## src/rtl/tnoc_xy_route_selector.sv

```systemverilog
// XY route selector: decodes head flit destination, steers packet to one of five output ports.
// Latency: 1 cycle from input acceptance to registered output.
// Backpressure: o_ready low while the output register is full and the selected port is not ready.
module tnoc_xy_route_selector #(
    parameter int X_WIDTH    = 3,
    parameter int Y_WIDTH    = 3,
    parameter int VC_WIDTH   = 1,
    parameter int DATA_WIDTH = 64
) (
    input  logic                  clk,
    input  logic                  rst,
    input  logic [X_WIDTH-1:0]    i_id_x,
    input  logic [Y_WIDTH-1:0]    i_id_y,
    input  logic                  i_valid,
    output logic                  o_ready,
    input  logic                  i_head,
    input  logic                  i_tail,
    input  logic [VC_WIDTH-1:0]   i_vc,
    input  logic [X_WIDTH-1:0]    i_dest_x,
    input  logic [Y_WIDTH-1:0]    i_dest_y,
    input  logic [DATA_WIDTH-1:0] i_data,
    output logic [4:0]            o_valid,
    input  logic [4:0]            i_ready,
    output logic                  o_head,
    output logic                  o_tail,
    output logic [VC_WIDTH-1:0]   o_vc,
    output logic [DATA_WIDTH-1:0] o_data,
    output logic                  o_error
);

    localparam logic [0:0] S_IDLE   = 1'b0;
    localparam logic [0:0] S_ACTIVE = 1'b1;

    localparam logic [4:0] PORT_LOCAL = 5'b00001;
    localparam logic [4:0] PORT_XP    = 5'b00010;
    localparam logic [4:0] PORT_XM    = 5'b00100;
    localparam logic [4:0] PORT_YP    = 5'b01000;
    localparam logic [4:0] PORT_YM    = 5'b10000;

    logic [0:0]            state_q, state_d;
    logic [4:0]            route_q, route_d;
    logic                  full_q, full_d;
    logic [4:0]            port_q, port_d;
    logic                  head_q, head_d;
    logic                  tail_q, tail_d;
    logic [VC_WIDTH-1:0]   vc_q, vc_d;
    logic [DATA_WIDTH-1:0] data_q, data_d;
    logic                  error_q, error_d;

    logic [4:0] route_dec;
    logic       drain;
    logic       accept;
    logic       load;
    logic [4:0] load_port;

    // Dimension-ordered decode: resolve X completely before looking at Y.
    always_comb begin
        route_dec = PORT_LOCAL;
        if (i_dest_x > i_id_x)      route_dec = PORT_XP;
        else if (i_dest_x < i_id_x) route_dec = PORT_XM;
        else if (i_dest_y > i_id_y) route_dec = PORT_YP;
        else if (i_dest_y < i_id_y) route_dec = PORT_YM;
    end

    assign o_valid = port_q & {5{full_q}};
    assign drain   = |(o_valid & i_ready);
    assign o_ready = !full_q || drain;
    assign accept  = i_valid && o_ready;

    // Packet FSM: heads pick a route, body/tail flits reuse it, protocol violations raise an error.
    always_comb begin
        state_d   = state_q;
        route_d   = route_q;
        error_d   = 1'b0;
        load      = 1'b0;
        load_port = route_q;
        if (accept) begin
            if (i_head) begin
                // A head while a packet is open abandons the old packet and starts a new one.
                if (state_q == S_ACTIVE) error_d = 1'b1;
                route_d   = route_dec;
                load      = 1'b1;
                load_port = route_dec;
                state_d   = i_tail ? S_IDLE : S_ACTIVE;
            end else if (state_q == S_IDLE) begin
                // Orphan body/tail flit: consume and drop it.
                error_d = 1'b1;
            end else begin
                load      = 1'b1;
                load_port = route_q;
                if (i_tail) state_d = S_IDLE;
            end
        end
    end

    // Output register next-state: load wins over drain so a new flit can follow a draining one directly.
    always_comb begin
        full_d = full_q;
        port_d = port_q;
        head_d = head_q;
        tail_d = tail_q;
        vc_d   = vc_q;
        data_d = data_q;
        if (load) begin
            full_d = 1'b1;
            port_d = load_port;
            head_d = i_head;
            tail_d = i_tail;
            vc_d   = i_vc;
            data_d = i_data;
        end else if (drain) begin
            full_d = 1'b0;
        end
    end

    // State and output register update with synchronous reset.
    always_ff @(posedge clk) begin
        if (rst) begin
            state_q <= S_IDLE;
            route_q <= 5'b00000;
            full_q  <= 1'b0;
            port_q  <= 5'b00000;
            head_q  <= 1'b0;
            tail_q  <= 1'b0;
            vc_q    <= '0;
            data_q  <= '0;
            error_q <= 1'b0;
        end else begin
            state_q <= state_d;
            route_q <= route_d;
            full_q  <= full_d;
            port_q  <= port_d;
            head_q  <= head_d;
            tail_q  <= tail_d;
            vc_q    <= vc_d;
            data_q  <= data_d;
            error_q <= error_d;
        end
    end

    assign o_head  = head_q;
    assign o_tail  = tail_q;
    assign o_vc    = vc_q;
    assign o_data  = data_q;
    assign o_error = error_q;

endmodule

```

## config.mk

```make
export PLATFORM = sky130hd
export DESIGN_NAME = tnoc_xy_route_selector
export DESIGN_NICKNAME = d
export VERILOG_FILES = /design/src/rtl/tnoc_xy_route_selector.sv
export SDC_FILE = /design/constraint.sdc
export NUM_CORES = 1
export LEC_CHECK = 0
export BUFFER_PORTS_ARGS = -buffer_cell sky130_fd_sc_hd__clkbuf_2
export CAP_MARGIN = 20
export CORE_ASPECT_RATIO = 0.9
export CORE_MARGIN = 2
export CORE_UTILIZATION = 45
export CTS_CLUSTER_DIAMETER = 30
export DETAILED_ROUTE_END_ITERATION = 8
export GPL_TIMING_DRIVEN = 0
export PLACE_DENSITY_LB_ADDON = 0.25
export RECOVER_POWER = 50
export SETUP_SLACK_MARGIN = 0.15
export SLEW_MARGIN = 20
export SYNTH_ARGS = -nofsm -noshare
export SYNTH_HDL_FRONTEND = slang
export SYNTH_SLANG_ARGS = --single-unit
export TNS_END_PERCENT = 50
```

## constraint.sdc

```tcl
create_clock -name clk -period 4.49 [get_ports clk]
set_input_delay 0 -clock clk [delete_from_list [all_inputs] [get_ports clk]]
set_output_delay 0 -clock clk [all_outputs]
set_load 0.005 [all_outputs]
```

# After elaboration in Yosys (flattened, before gate mapping)
# Cells that the tools add are included.
# op_classes
muxes,16
n_eq_ne,0
bitwise,3
mul,0
n_div,0
n_shift,0
n_lt_le_gt_ge,4
addsub,0
n_reduce_logical,6
# ops
cell,count
$mux W5,6
$and A5 B5 Y5,2
$mux W1,10
$gt A3 B3 Y1,2
$lt A3 B3 Y1,2
$reduce_or A5 Y1,1
$reduce_bool A2 Y1,1
$reduce_or A2 Y1,1
$logic_and A1 B1 Y1,1
$logic_not A1 Y1,1
$logic_or A1 B1 Y1,1
$not A1 Y1,1
# totals
output_inout_bits,74
latch_bits,0
romBits,0
register_bits,80
in_bits,87
memories,0
elab_cells,38
ramBits,0

# Depth between registers and ports, before layout
# depth
word_depth,7
depth_mapped,8
ltp_nobuf,6

# Worst setup path before layout
# OpenSTA, ideal clock, no wires.
# synth_timing
kind,register -> register
start,register state_q
end,register data_q[10] (netlist: o_data[10])
required_time_ns,4.420
setup_slack_ns,2.931
arrival_ns,1.488
n_path_buf,2
stages_incl_launch_ff,9
setup_ns,0.070
period_less_slack_ns,1.559
cell_sequence,dfxtp_1 > inv_1 > ha_1 > nor2b_1 > o31a_1 > buf_2 > buf_1 > nand2_1 > a21oi_1
# synth_between
elab_chain_len,3
# synth_lines
element,line,source
"start, declared",40,"logic [0:0] state_q, state_d;"
"start signal, assigned",129,state_q <= state_d;
$mux W1,85,end else if (state_q == S_IDLE) begin
$mux W1,78,if (i_head) begin
$mux W1,77,if (accept) begin
"end signal, assigned",136,data_q <= data_d;
"end, declared",47,"logic [DATA_WIDTH-1:0] data_q, data_d;"
# Every way passes these cells.
# A chain may end at the register's enable or synchronous reset.

# Worst setup path after layout
# layout_timing
start,register full_q
end,register state_q
# layout_between
elab_chain_len,5
word_cells_on_any_way,6
cone_classes,2 x bitwise; 4 x reduce/logical
# layout_lines
element,line,source
"start, declared",42,"logic full_q, full_d;"
"start signal, assigned",131,full_q <= full_d;
$and A5 B5 Y5,65,assign o_valid = port_q & {5{full_q}};
$and A5 B5 Y5,66,assign drain = |(o_valid & i_ready);
$reduce_or A5 Y1,66,
$logic_or A1 B1 Y1 (*),67,assign o_ready = !full_q || drain;
$logic_and A1 B1 Y1 (*),68,assign accept = i_valid && o_ready;
# Every way passes the cells marked *; elsewhere a longest branch is shown, timed or not.

==> key figures <==
Floorplan
  – Initial Util: 0.467
  – DIE WIDTH: 91.4 um
  – Std-Cell Rows: 28
  – Die ar.: 7550 um^2
  – Die Ht: 82.6 um
  – Num ports: 161
  – Core area: 6620 um^2

Drt
  – Via Count: 3574
  – Routed WL per cell: 13.7 um
  – Drt first pass iters: 5
  – DRT iter0 DRCs: 158
  – Via density: 4.95
  – Final ANT Viol Nets: 0
  – Remaining DRCs: 0
  – Total Wirelength: 9.90 mm

Critical path
  – Worst path max stage delay: 660 ps
  – Worst setup path category: flip-flop to flip-flop
  – Crit path launch type: flip-flop
  – Worst r2r src: full_q$_SDFFE_PP0P_
  – CP max stage cell: nor3_1
  – Req. time, crit path: 4770 ps
  – CP Launch Point: full_q$_SDFFE_PP0P_
  – WP data arrival: 2950 ps
  – Crit path cell chain: a21bo_1 > nor3_1 > inv_1 > a311oi_1 > dlygate4sd3_1
  – Reg2Reg Depth: 5
  – Critical path endpoint: state_q$_SDFFE_PP0N_
  – CP Capture Type: flip-flop
  – Reg2Reg Setup Slack: 1820 ps
  – Critical path peak fanout: 8
  – Reg2reg end: state_q$_SDFFE_PP0N_

Logic synthesis
  – Synth warn: 0
  – Synthesized flop and latch total: 80
  – Seq/Total Area, Yosys: 0.518
  – Post-Syn Area: 3090 um^2
  – Unique masters post-synth: 35
  – Gate Count Post-Synth: 388
  – Syn_area_per_cell: 7.97 um^2
  – Net Count, Synth: 482

Cells and area
  – Commonest non-fill, non-tap cell in the layout: nand2_1
  – Area Growth Syn to Fin: 55.7%
  – Final nets: 721
  – Antenna cells: 0
  – Most frequent cells in the layout: 136 x nand2_1, 109 x clkbuf_2, 80 x dfxtp_1
  – Share of layout cells above drive strength 1: 0.212
  – Fill count: 530

Global routing
  – Total grt overflow: 0
  – First-pass GRT wire length: 15.4 mm
  – Total track usage: 0.257
  – Largest net degree at the start of global routing: 14
  – Antenna violations before repair: 0
  – Vias in the first global route: 3356

Clock tree
  – H-tree levels: 3
  – Root buffer cell: clkbuf_8
  – CTS tree: done
  – Post-CTS setup buffers: 0
  – CTS Sinks: 80
  – Worst skew pair latency: 350 ps
  – Clock transition at path regs: 80 ps
  – CTS buffer count: 9
  – Clk buf depth: 2

STA
  – Slew Limit Fails: 0
  – Final Cycle Share: 0.595
  – Hold Violations, Final: 0
  – Fin crit period: 2670 ps
  – TNS Setup: 0 ps
  – Worst-Margin Slew: 779 ps
  – Worst hold slack: 180 ps
  – Slew headroom: 0.477
  – Clk_skew: 11.1 ps
  – Unrepaired setup endpoints after global routing: no
  – Max Freq: 374 MHz
  – Setup violators final: 0

Power
  – Leak Pwr: 2.05 nW
  – VDD IR max: 0.298 mV
  – P per Cell Area: 326 nW/um^2

Placed design
  – IO buf count: 159
  – Final Wtd Congestion: 0.816
  – Post-DP HPWL: 6.34 mm

Job
  – Max-cap viol count: 0

Min path
  – Hold WC Path Type: input pin to flip-flop

Status
  – Run status: complete, no violations
-- layer usage --
metal | vias to the layer above | share of wire | global-route usage
met5 | - | 0 | 0
met4 | 0 | 0.021 | 0.0894
met3 | 23 | 0.076 | 0.0681
met2 | 163 | 0.49 | 0.456
met1 | 1628 | 0.41 | 0.306
li1 | 1760 | - | -
-- per-stage QoR --
step	utilization	setup slack, ps	instance area (um^2)	power, mW	cells
detailed placement	0.604	2570	4000	1.02	637
global placement	0.604	2650	4000	1.02	637
CTS	0.737	2280	4880	1.58	722
finish	0.727	1820	4810	1.57	722
global route	0.727	1730	4810	1.64	722
floorplan	-	2930	3090	0.911	388
-- logic make-up (layout without fill, tap and decap cells) --
kind of cell	count (synthesis)	count (layout)	share of synthesized area
DFF	80	80	0.518
adders and majority gates	7	7	0.0283
AOI/OAI and AO/OA	103	103	0.191
buffers and inverters	36	280	0.0486
muxes	1	1	0.00324
and+or+nand+nor	161	161	0.211
-- flip-flops by register name (all words and copies together) (netlist names) --
name and cells:
port_q 5, full_q 1, o_head 1, o_data 64, state_q 1, route_q 5
o_vc 1, o_tail 1, o_error 1
-- power breakdown --
group,internal (mW),total [mW],switching (mW)
Clock,0.256,0.512,0.256
Combinational,0.135,0.279,0.145
Sequential,0.752,0.777,0.0245
Total,1.14,1.57,0.425
-- worst max-delay path, delay by kind of cell (launching register included) --
kind / cells / cell delay, ps
simple gates: 1 / 660
compound gates: 2 / 590
buf+inv: 2 / 910
flops: 1 / 440
-- worst min-delay path by stage --
stage	startpoint	end	slack (ps)	depth (start not counted)
floorplan	i_tail	state_q$_SDFFE_PP0N_	110	1
global placement	i_data[57]	o_data[57]$_SDFFE_PP0P_	220	3
detailed placement	i_tail	state_q$_SDFFE_PP0N_	230	2
CTS	i_id_y[0]	route_q[0]$_SDFF_PP0_	170	5
global route	i_dest_y[2]	route_q[4]$_SDFF_PP0_	190	4
finish	i_id_x[0]	route_q[1]$_SDFF_PP0_	180	5
-- synth_stat cells, drive strengths merged --
master	count	area (um^2)
a21boi	1	7.51
a21oi	78	390
buf	12	60.1
a22o	2	17.5
nand3	3	15.0
inv	11	41.3
nor3b	1	7.51
and2	5	31.3
ha	7	87.6
a211oi	2	15.0
a221oi	1	8.76
nand2	136	510
o211a	1	10.0
nor2b	3	18.8
o21a	2	15.0
dfxtp	80	1600
a31oi	1	6.26
nor3	4	25.0
nor2	7	26.3
a22oi	2	15.0
mux2i	1	10.0
or4	1	7.51
o211ai	1	7.51
a21bo	1	10.0
o31ai	1	21.3
o31a	1	8.76
o21ai	6	30.0
clkbuf	13	48.8
a311oi	1	8.76
or4b	1	10.0
o2111ai	2	17.5
-- cell type report --
| type | count | area [um^2] | area share |
|---|---|---|---|
| Timing Repair Buffer | 228 | 1420 | 0.296 |
| Inverter | 11 | 41.3 | 0.00858 |
| Sequential cell | 80 | 1600 | 0.333 |
| Clock buffer | 11 | 131 | 0.0273 |
| Multi-Input combinational cell | 272 | 1330 | 0.277 |
| Clock inverter | 5 | 57.6 | 0.0120 |
| Buffer | 25 | 109 | 0.0226 |
| Tap cell | 90 | 113 | 0.0234 |
-- timing repair --
action,in CTS,in global routing
gates resized for setup,0,0
hold buffers,69,0
hold endpoints to repair,69,0
endpoints found under the setup margin,0,0
No activity file was read; power rests on OpenSTA's default activity.
